`config.mk`:
```
export PLATFORM = sky130hd
export DESIGN_NAME = dma_fifo_ahb_writer
export DESIGN_NICKNAME = d
export VERILOG_FILES = /design/src/rtl/dma_pkg.sv /design/src/rtl/dma_byte_packer.sv /design/src/rtl/dma_fifo_ahb_writer.sv
export SDC_FILE = /design/constraint.sdc
export NUM_CORES = 1
export LEC_CHECK = 0
export CAP_MARGIN = 20
export CELL_PAD_IN_SITES_DETAIL_PLACEMENT = 0
export CELL_PAD_IN_SITES_GLOBAL_PLACEMENT = 1
export CORE_MARGIN = 8
export CORE_UTILIZATION = 30
export DETAILED_ROUTE_END_ITERATION = 7
export DONT_BUFFER_PORTS = 1
export GPL_TIMING_DRIVEN = 0
export PLACE_DENSITY_LB_ADDON = 0.1
export SLEW_MARGIN = 40
export SYNTH_ARGS = -nofsm -noshare
export SYNTH_HDL_FRONTEND = slang
export SYNTH_SLANG_ARGS = --single-unit
export TNS_END_PERCENT = 100
```
`constraint.sdc`:
```
create_clock -name clk -period 4.1 [get_ports clk]
set_clock_uncertainty 0.2 [all_clocks]
set_input_delay 0.41 -clock clk [delete_from_list [all_inputs] [get_ports clk]]
set_output_delay 0.41 -clock clk [all_outputs]
set_load 0.02 [all_outputs]
```
`src/rtl/dma_pkg.sv`:
```
// dma_pkg: AHB-Lite encodings, writer FSM states and default widths shared by the DMA destination engine.
package dma_pkg;
   localparam int DEF_ADDR_W = 32;
   localparam int DEF_LEN_W = 16;
   localparam logic [1:0] HTRANS_IDLE = 2'b00;
   localparam logic [1:0] HTRANS_NONSEQ = 2'b10;
   localparam logic [2:0] HSIZE_BYTE = 3'b000;
   localparam logic [2:0] HSIZE_WORD = 3'b010;
   localparam logic [2:0] HBURST_SINGLE = 3'b000;
   typedef enum logic [2:0] {S_IDLE, S_FILL, S_ADDR, S_DATA, S_FIN, S_ERR} wr_state_t;
endpackage

```
`src/rtl/dma_byte_packer.sv`:
```
// dma_byte_packer: pops FIFO bytes for one beat and places each captured byte in its AHB byte lane.
module dma_byte_packer
   import dma_pkg::*;
(
   input  logic        clk,
   input  logic        rst,
   input  logic        clr,
   input  logic        en,
   input  logic [2:0]  beat_size,
   input  logic [1:0]  lane,
   input  logic        fifo_empty,
   input  logic [7:0]  fifo_r_data,
   output logic        fifo_rd,
   output logic        beat_full,
   output logic [31:0] word
);
   logic [2:0] got;
   logic       pend;
   logic [1:0] k;
   always_comb begin
      k = beat_size == 3'd4 ? got[1:0] : lane;
      beat_full = got == beat_size;
      // a pop still in flight counts against the beat so we never over-read
      fifo_rd = en && !fifo_empty && (got + 3'(pend) < beat_size);
   end
   always_ff @(posedge clk) begin
      if (rst || clr) begin
         got <= '0;
         pend <= 1'b0;
         word <= '0;
      end else begin
         pend <= fifo_rd;
         if (pend) begin
            word[{k, 3'b000} +: 8] <= fifo_r_data;
            got <= got + 3'd1;
         end
      end
   end
endmodule

```
`src/rtl/dma_fifo_ahb_writer.sv`:
```
// dma_fifo_ahb_writer: drains the DMA byte FIFO into AHB-Lite single writes at an incrementing address.
module dma_fifo_ahb_writer
   import dma_pkg::*;
#(
   parameter int ADDR_W = DEF_ADDR_W,
   parameter int LEN_W = DEF_LEN_W
) (
   input  logic              clk,
   input  logic              rst,
   input  logic              start,
   input  logic [ADDR_W-1:0] dst_addr,
   input  logic [LEN_W-1:0]  byte_len,
   output logic              busy,
   output logic              done,
   output logic              error,
   output logic              fifo_rd,
   input  logic              fifo_empty,
   input  logic [7:0]        fifo_r_data,
   output logic [ADDR_W-1:0] haddr,
   output logic [1:0]        htrans,
   output logic              hwrite,
   output logic [2:0]        hsize,
   output logic [2:0]        hburst,
   output logic [31:0]       hwdata,
   input  logic              hready,
   input  logic              hresp
);
   wr_state_t         state, state_nx;
   logic [ADDR_W-1:0] addr;
   logic [LEN_W-1:0]  remaining;
   logic [2:0]        beat_size;
   logic              beat_full, accept, xfer_ok, xfer_err;
   always_comb begin
      // tails shorter than a word go out one byte at a time
      beat_size = remaining >= LEN_W'(4) ? 3'd4 : 3'd1;
      accept = state == S_IDLE && start;
      xfer_ok = state == S_DATA && hready && !hresp;
      xfer_err = state == S_DATA && hready && hresp;
      state_nx = S_IDLE;
      case (state)
         S_IDLE: state_nx = !start ? S_IDLE : byte_len == '0 ? S_FIN : S_FILL;
         S_FILL: state_nx = beat_full ? S_ADDR : S_FILL;
         S_ADDR: state_nx = hready ? S_DATA : S_ADDR;
         S_DATA: state_nx = !hready ? S_DATA : hresp ? S_ERR : remaining == LEN_W'(beat_size) ? S_FIN : S_FILL;
         default: state_nx = S_IDLE;
      endcase
      busy = state inside {S_FILL, S_ADDR, S_DATA};
      done = state inside {S_FIN, S_ERR};
      htrans = state == S_ADDR ? HTRANS_NONSEQ : HTRANS_IDLE;
      hwrite = state == S_ADDR;
      hsize = beat_size == 3'd4 ? HSIZE_WORD : HSIZE_BYTE;
      hburst = HBURST_SINGLE;
      haddr = addr;
   end
   always_ff @(posedge clk) begin
      if (rst) begin
         state <= S_IDLE;
         addr <= '0;
         remaining <= '0;
         error <= 1'b0;
      end else begin
         state <= state_nx;
         if (accept) begin
            addr <= dst_addr;
            remaining <= byte_len;
            error <= 1'b0;
         end
         if (xfer_ok) begin
            addr <= addr + ADDR_W'(beat_size);
            remaining <= remaining - LEN_W'(beat_size);
         end
         if (xfer_err) error <= 1'b1;
      end
   end
   dma_byte_packer u_packer (
      .clk         (clk),
      .rst         (rst),
      .clr         (state == S_IDLE || xfer_ok),
      .en          (state == S_FILL),
      .beat_size   (beat_size),
      .lane        (addr[1:0]),
      .fifo_empty  (fifo_empty),
      .fifo_r_data (fifo_r_data),
      .fifo_rd     (fifo_rd),
      .beat_full   (beat_full),
      .word        (hwdata)
   );
endmodule

```
* After elaboration in Yosys (flattened, before gate mapping)
Cells that the tools add are included.
** Word-level totals
- Bits in registers :: 88
- Input bits :: 62
- Output and inout bits :: 77
** Cells by class
- $add $sub $neg :: 5
- $lt $le $gt $ge :: 2
- Eq/ne operators :: 8
- Shifts and indexed selects :: 2
- Mux-type cells :: 19
- Reductions and logical operators :: 16
** Operator list (number)
- $mux W32 :: 2
- $add A32 B3 Y32 :: 1
- $bwmux W32 :: 1
- $mux W16 :: 2
- $shift A8 B7 Y32 const A :: 1
- $shiftx A8 B7 Y32 :: 1
- $mux W3 :: 6
- $eq A16 B3 Y1 :: 1
- $ge A16 B3 Y1 const B :: 1
- $logic_not A16 Y1 :: 1
- $sub A16 B3 Y16 :: 1
- $pmux W3 S4 :: 1
- $eq A3 B3 Y1 const B :: 3
- $mux W2 :: 4
- $neg A5 Y7 :: 1
- $eq A3 B2 Y1 const B :: 2
- $logic_and A1 B1 Y1 :: 6
- $reduce_bool A2 Y1 :: 3
- $add A3 B1 Y3 :: 1
- $add A3 B1 Y3 const B :: 1
- $eq A3 B1 Y1 const B :: 1
- $eq A3 B3 Y1 :: 1
- $logic_not A3 Y1 :: 1
- $lt A3 B3 Y1 :: 1
- 4 further kinds :: 8

* Depth between registers and ports, before layout
Gate-level depths: netlist of the first run.
- Depth in word-level cells :: 7
- Depth in mapped cells :: 13
- Depth with buffers taken out :: 11

* By module
A second synthesis of the first run with hierarchy kept.
** Unflattened totals
- Cell total of the unflattened synthesis :: 618
- Area, all modules :: 5096.1 sq um
** By module, submodules not included
- dma_fifo_ahb_writer :: instances 1, cells each 442, area each 3397.0 sq um
- dma_byte_packer :: instances 1, cells each 176, area each 1699.1 sq um

* Worst setup path after synthesis of the first run
OpenSTA, ideal clock, no wires.
- Kind :: register -> register
- From :: reg remaining[6]
- To :: reg addr[22], in the netlist haddr[22]
- Library setup time :: 0.074 ns
- Arrival :: 3.434 ns
- Data required time :: 3.826 ns
- Path slack :: 0.392 ns
- Cell stages (with the launch flop) :: 13
- Cells stage by stage :: dfxtp_1 -> or4_4 -> nor3_1 -> clkbuf_1 -> nand2_1 -> inv_1 -> ha_1 -> ha_1 -> a21oi_1 -> nor3_1 -> nand4_1 -> or4_1 -> a31oi_1
** On the way
- Cells in the longest elaborated chain, start to end :: 4
** RTL lines
- start, declared :: line dma_fifo_ahb_writer.sv:30 : logic [LEN_W-1:0] remaining;
- start signal, assigned :: line dma_fifo_ahb_writer.sv:65 : remaining <= byte_len;
- start signal, assigned :: line dma_fifo_ahb_writer.sv:70 : remaining <= remaining - LEN_W'(beat_size);
- $ge A16 B3 Y1 :: line dma_fifo_ahb_writer.sv:35 : beat_size = remaining >= LEN_W'(4) ? 3'd4 : 3'd1;
- $mux W3 :: line dma_fifo_ahb_writer.sv:35
- $add A32 B3 Y32 :: line dma_fifo_ahb_writer.sv:69 : addr <= addr + ADDR_W'(beat_size);
- $mux W32 :: line dma_fifo_ahb_writer.sv:68 : if (xfer_ok) begin
- end signal, assigned :: line dma_fifo_ahb_writer.sv:64 : addr <= dst_addr;
- end signal, assigned :: line dma_fifo_ahb_writer.sv:69
- end, declared :: line dma_fifo_ahb_writer.sv:29 : logic [ADDR_W-1:0] addr;
Every way passes these cells.
A chain may end at the register's enable or synchronous reset.

* Worst setup path after layout of the first run
Same ends and word-level chain as after synthesis.

==> impl_metrics.ini, run 1 <==
[synth]
syn_inst = 588
synthTopCellsByArea = dfxtp_1, nand2_1, nand3_1
synthesis.area_mm2 = 0.00469
ys.flop_type = dfxtp_1
synth-edff-count = 0
yosysSeqAreaShare = 0.376
ys_types = 62
yosysTopAreaCell = dfxtp_1
synth-seq-cells = 88
async_reset_ff_frac = 0
yosysWarnings = 0
synth_top_area_frac = 0.376
syn_area_per_cell_um2 = 7.97

[global_route]
grt_usage = 0.181
grt_max_degree = 19
grt_first_pass_wirelength_um = 27500
grt_pass1_vias = 4603
overflow = 0
antenna_found_initial = 0

[cells_and_area]
fin_cells = 834
syn2layout_area_growth_pct = 16.2
fillers = 1633
drive_gt1_frac = 0.0867
fin_area_mm2 = 0.00545
fin_nets = 695
diodes = 0

[place]
place_inst = 804
place_congestion = 0.834
port_buffers = 0
dpl.hpwl_um = 13700
postPlaceCellArea_mm2 = 0.00498

[pwr]
p_int_mw = 1.42
cellLeakagePower_nw = 1.82
powerDensity_mw_per_mm2 = 381
p_switching_uw = 662
pwr-share-comb = 0.133
seqPwrFrac = 0.459
ir_drop_v = 0.000253
power_mw = 2.08
pwr-share-clk = 0.408
p_sw_frac = 0.319

[clock_network]
htree_levels = 3
clkSinkCount = 88
clock-root-buffer = clkbuf_16
cts_buffer_depth = 2
cts_buffers = 9
clkSlewWorstSetupHoldPaths_ns = 0.07
tritoncts = built
clk_latency_ns = 0.35

[sta]
rsz0062_at_grt = no
slew_headroom = 0.440
fin_tns_setup_ns = 0
tightest_slew_ns = 0.837
min_period_ns = 3.78
setup_violations = 0
final_hold_viol_count = 0
max_freq_ghz = 0.264
whs_ns = 0.0170
post-route-period-util = 0.923
slew_violations = 0

[critical_path]
critPathCaptureType = flop
crit_type = reg -> reg
worstPathArrival_ns = 3.86
cp_slowest_cell = or4_4
cp.required_ns = 4.17
crit_fanout = 10
crit_path_max_incr_delay_ns = 0.60
start_kind = flop
cp_cell_sequence = or4_4 -> nor3_2 -> clkbuf_4 -> nand2_2 -> inv_2 -> ha_1 -> ha_1 -> a21oi_1 -> nor3_2 -> nand4_1 -> buf_4 -> or4_1 -> a31oi_1

[floorplan]
die_y_um = 141
ios = 139
core_mm2 = 0.0153
fp-row-count = 45
die_w_um = 141
fp.dieArea_mm2 = 0.0199
floorplan.initialDensity = 0.307

[drt]
wl_met3_um = 1610
antenna_left = 0
wl_met1_um = 7020
dr.pass1.iters = 5
routed-wl-met2_um = 9070
drt_iter0_markers = 222
wl_per_cell_um = 21.9
routed.top_layer = met4
drc = 0
via_per_inst = 5.60
num_vias = 4674
drt_wl_total_um = 18200

[job]
drv_cap = 0

[worst_hold_path]
min_path_type = in -> reg

[outcome]
status = finished clean
[layout make-up]
| type | count | area [µm²] | area share |
|---|---|---|---|
| Buffer | 40 | 180 | 0.0331 |
| Clock buffer | 9 | 225 | 0.0413 |
| Clock inverter | 7 | 70.1 | 0.0129 |
| Inverter | 9 | 33.8 | 0.00620 |
| Multi-Input combinational cell | 455 | 2770 | 0.508 |
| Sequential cell | 88 | 1760 | 0.323 |
| Tap cell | 211 | 264 | 0.0485 |
| Timing Repair Buffer | 15 | 143 | 0.0262 |
[placed cells by master, fill, tap and decap left out, drive strengths merged, types with 3 or more instances in the layout]
cell type | synthesis | routed
or2 | 4 | 4
o211ai | 6 | 6
nor2b | 3 | 3
dlygate4sd3 | 0 | 12
or3 | 13 | 13
and3 | 5 | 5
nor2 | 48 | 48
a221oi | 7 | 7
or4 | 9 | 9
a22oi | 7 | 7
xor2 | 7 | 7
mux2 | 5 | 5
dfxtp | 88 | 88
nor3b | 5 | 5
clkbuf | 33 | 41
a21oi | 25 | 25
inv | 9 | 14
conb | 1 | 6
nand2 | 69 | 69
nor4 | 13 | 13
nor3 | 14 | 14
xnor2 | 4 | 4
and2 | 4 | 4
a31oi | 18 | 18
nand3 | 51 | 51
mux2i | 3 | 3
ha | 15 | 15
o22ai | 3 | 3
buf | 8 | 11
nand4 | 19 | 19
o311ai | 3 | 3
a311oi | 5 | 5
o21ai | 46 | 46
and4 | 5 | 5
[worst paths after layout]
path	startpoint	to	slack (ns)	depth (start not counted)
worst max-delay path	remaining[6]	haddr[22]	0.32	13
worst min-delay path	byte_len[5]	remaining[5]	0.02	2
worst max register to register	remaining[6]	haddr[22]	0.32	13
worst min register to register	remaining[2]	remaining[2]	0.30	2
[power by group through the flow]
stage          logic (mW)  registers [mW]  clock network [mW]
3_5_place_dp        0.262           0.975                   0
3_3_place_gp        0.258           0.974                   0
2_1_floorplan       0.188           0.958                   0
5_1_grt             0.305           0.962               0.913
4_1_cts             0.276           0.955               0.873
6_report            0.276           0.955               0.847
[cell usage after synthesis, drive strengths merged (5+ instances only)]
cell / count
a21oi: 25
a221oi: 7
a22oi: 7
a311oi: 5
a31oi: 18
and3: 5
and4: 5
buf: 8
clkbuf: 33
dfxtp: 88
ha: 15
inv: 9
mux2: 5
nand2: 69
nand3: 51
nand4: 19
nor2: 48
nor3: 14
nor3b: 5
nor4: 13
o211ai: 6
o21ai: 46
or3: 13
or4: 9
xor2: 7
[per-stage QoR]
stage | utilization | worst slack, ns
floorplan | - | 0.392
global placement | 0.326 | -0.654
detailed placement | 0.326 | -0.636
CTS | 0.356 | 0.120
global route | 0.357 | 0.0719
finish | 0.357 | 0.315
[critical path, delay by kind of cell, from the launching register on]
family,cells,cell delay (ns)
fa+ha+maj,2,0.42
flops,1,0.34
buf+inv,3,0.64
simple gates,6,1.74
compound gates,2,0.37
[flip-flops by register name, indices dropped and copies added, names as in the netlist]
name           count
remaining         16
u_packer.word     32
error              1
state              3
u_packer.pend      1
u_packer.got       3
haddr             32
[kinds of logic after synthesis]
family,after synthesis,synth area share
AND/OR/NAND/NOR,270,0.295
XOR/XNOR,11,0.0205
multiplexers,8,0.0184
AO/OA/AOI/OAI,145,0.204
buffers and inverters,50,0.0456
adder cells (fa/ha/maj),15,0.0400
other,1,0.000800
flip-flops,88,0.376
[repair_timing]
item                                    in CTS  in global routing
pin swaps                                    1                  1
setup buffers                                2                  1
endpoints found under the setup margin      41                  5
gates resized for setup                      6                  3
cloned                                       0                  0
hold buffers                                12                  0
hold endpoints to repair                    12                  0
[routing by layer]
metal  track usage  vias to the layer above
met5             0                        -
met3        0.0652                       29
met4        0.0848                        0
met2         0.316                      151
li1              -                     2259
met1         0.190                     2235
(Power assumes the default switching activity.)
==> run 2, diff against run 1 <==
--- a/config.mk
+++ b/config.mk
@@ -14,7 +14,8 @@
 export DONT_BUFFER_PORTS = 1
 export GPL_TIMING_DRIVEN = 0
 export PLACE_DENSITY_LB_ADDON = 0.1
-export SLEW_MARGIN = 40
+export REMOVE_ABC_BUFFERS = 1
+export SLEW_MARGIN = 5
 export SYNTH_ARGS = -nofsm -noshare
 export SYNTH_HDL_FRONTEND = slang
 export SYNTH_SLANG_ARGS = --single-unit
==> impl_metrics.ini, run 2 (synthesis gave the netlist of run 1 again) <==
[sta]
whs_ns = 0.0135
fin_tns_setup_ns = 0
post-route-period-util = 0.934
worst_slack_ns = 0.270
slew_violations = 0
final_hold_viol_count = 0
max_freq_ghz = 0.261
tightest_slew_ns = 0.930
rsz0062_at_grt = no
slew_headroom = 0.374
setup_violations = 0
min_period_ns = 3.83

[clock_network]
clkSinkCount = 88
cts_buffers = 9
clkSlewWorstSetupHoldPaths_ns = 0.07
htree_levels = 3
cts_buffer_depth = 2
clk_latency_ns = 0.35
clock-root-buffer = clkbuf_16
tritoncts = built

[cells_and_area]
syn2layout_area_growth_pct = 14.5
fin_cells = 800
diodes = 0
fillers = 1600
fin_nets = 661
drive_gt1_frac = 0.100
final_cell_mix = dfxtp_1, nand2_1, nand3_1
final_common_cell = dfxtp_1

[job]
drv_cap = 0

[pwr]
pwr-share-comb = 0.119
cellLeakagePower_nw = 1.79
p_int_mw = 1.52
pwr-share-clk = 0.429
powerDensity_mw_per_mm2 = 394
p_switching_uw = 599
power_mw = 2.12
seqPwrFrac = 0.452
p_sw_frac = 0.283
ir_drop_v = 0.000198

[drt]
drc = 0
num_vias = 4480
drt_iter0_markers = 298
via_per_inst = 5.60
dr.pass1.iters = 5
antenna_left = 0
drt_wl_total_um = 16400
wl_per_cell_um = 20.5

[worst_hold_path]
min_path_type = in -> reg

[floorplan]
ios = 139
die_w_um = 141
floorplan.initialDensity = 0.307
core_mm2 = 0.0153
fp.dieArea_mm2 = 0.0199
fp-row-count = 45
die_y_um = 141

[critical_path]
worstPathArrival_ns = 3.87
crit_start = remaining[6]
r2r_start = remaining[6]
worstSetupEndpoint = haddr[17]
worst-r2r-setup-slack_ns = 0.27
r2r_cells = 9
crit_type = reg -> reg
cp.required_ns = 4.14
reg2reg_to = haddr[17]
crit_fanout = 10
start_kind = flop
critPathCaptureType = flop

[place]
place_inst = 773
pre_cts_ws_ns = -0.573
port_buffers = 0
place_congestion = 0.756
dpl.hpwl_um = 11800

[global_route]
grt_first_pass_wirelength_um = 25500
grt_pass1_vias = 4340
antenna_found_initial = 0
overflow = 0
grt_max_degree = 44
grt_usage = 0.163

[outcome]
status = finished clean
## run 2: worst min-delay path by stage
stage | from | end | slack, ns | cells past startpoint
2_1_floorplan | remaining[2] | remaining[2] | 0.26 | 2
3_3_place_gp | remaining[2] | remaining[2] | 0.28 | 2
3_5_place_dp | remaining[2] | remaining[2] | 0.28 | 2
4_1_cts | byte_len[4] | remaining[4] | 0.0003 | 2
5_1_grt | byte_len[11] | remaining[11] | 0.008 | 2
6_report | byte_len[11] | remaining[11] | 0.01 | 2
## run 2: power groups by stage
stage	registers, mW	clock network (mW)	logic [mW]
6_report	0.956	0.908	0.251
5_1_grt	0.963	0.967	0.280
4_1_cts	0.957	0.931	0.251
3_5_place_dp	0.976	0	0.232
3_3_place_gp	0.975	0	0.221
2_1_floorplan	0.960	0	0.170
## run 2: area by class of cell
cell class / instances / area (µm²) / area share
clock buffer: 9 / 225 / 0.0419
clock inverter: 7 / 96.3 / 0.0179
inverter: 9 / 33.8 / 0.00629
multi-input combinational: 455 / 2780 / 0.517
sequential: 88 / 1760 / 0.328
tap: 211 / 264 / 0.0492
timing repair buffer: 21 / 210 / 0.0391
## run 2: worst max-delay path: stages, from the launching register on
cell     delay, ns
dfxtp_1       0.34
or4_4         0.60
nor3_4        0.27
buf_2         0.25
nand2_2       0.19
ha_1          0.41
a31oi_1       0.28
or3_1         0.59
o311a_1       0.39
o21ba_2       0.21
## run 2: layer usage
metal  track usage  wire length (µm)
met1         0.217              7740
met2         0.251              7390
met3        0.0459              1120
met4        0.0430               167
met5             0                 0
## run 2: metrics by stage
stage                      util  instance area, µm²
after CTS                 0.350                5350
after global placement    0.314                4790
final                     0.352                5370
after global routing      0.352                5370
after floorplan               -                4530
after detailed placement  0.321                4900
## run 2: what timing repair did
action,4_1_cts,5_1_grt
resized for setup,5,2
hold endpoints to repair,43,0
endpoints found under the setup margin,34,9
setup buffers,1,0
hold buffers,9,0
pin swaps,1,1
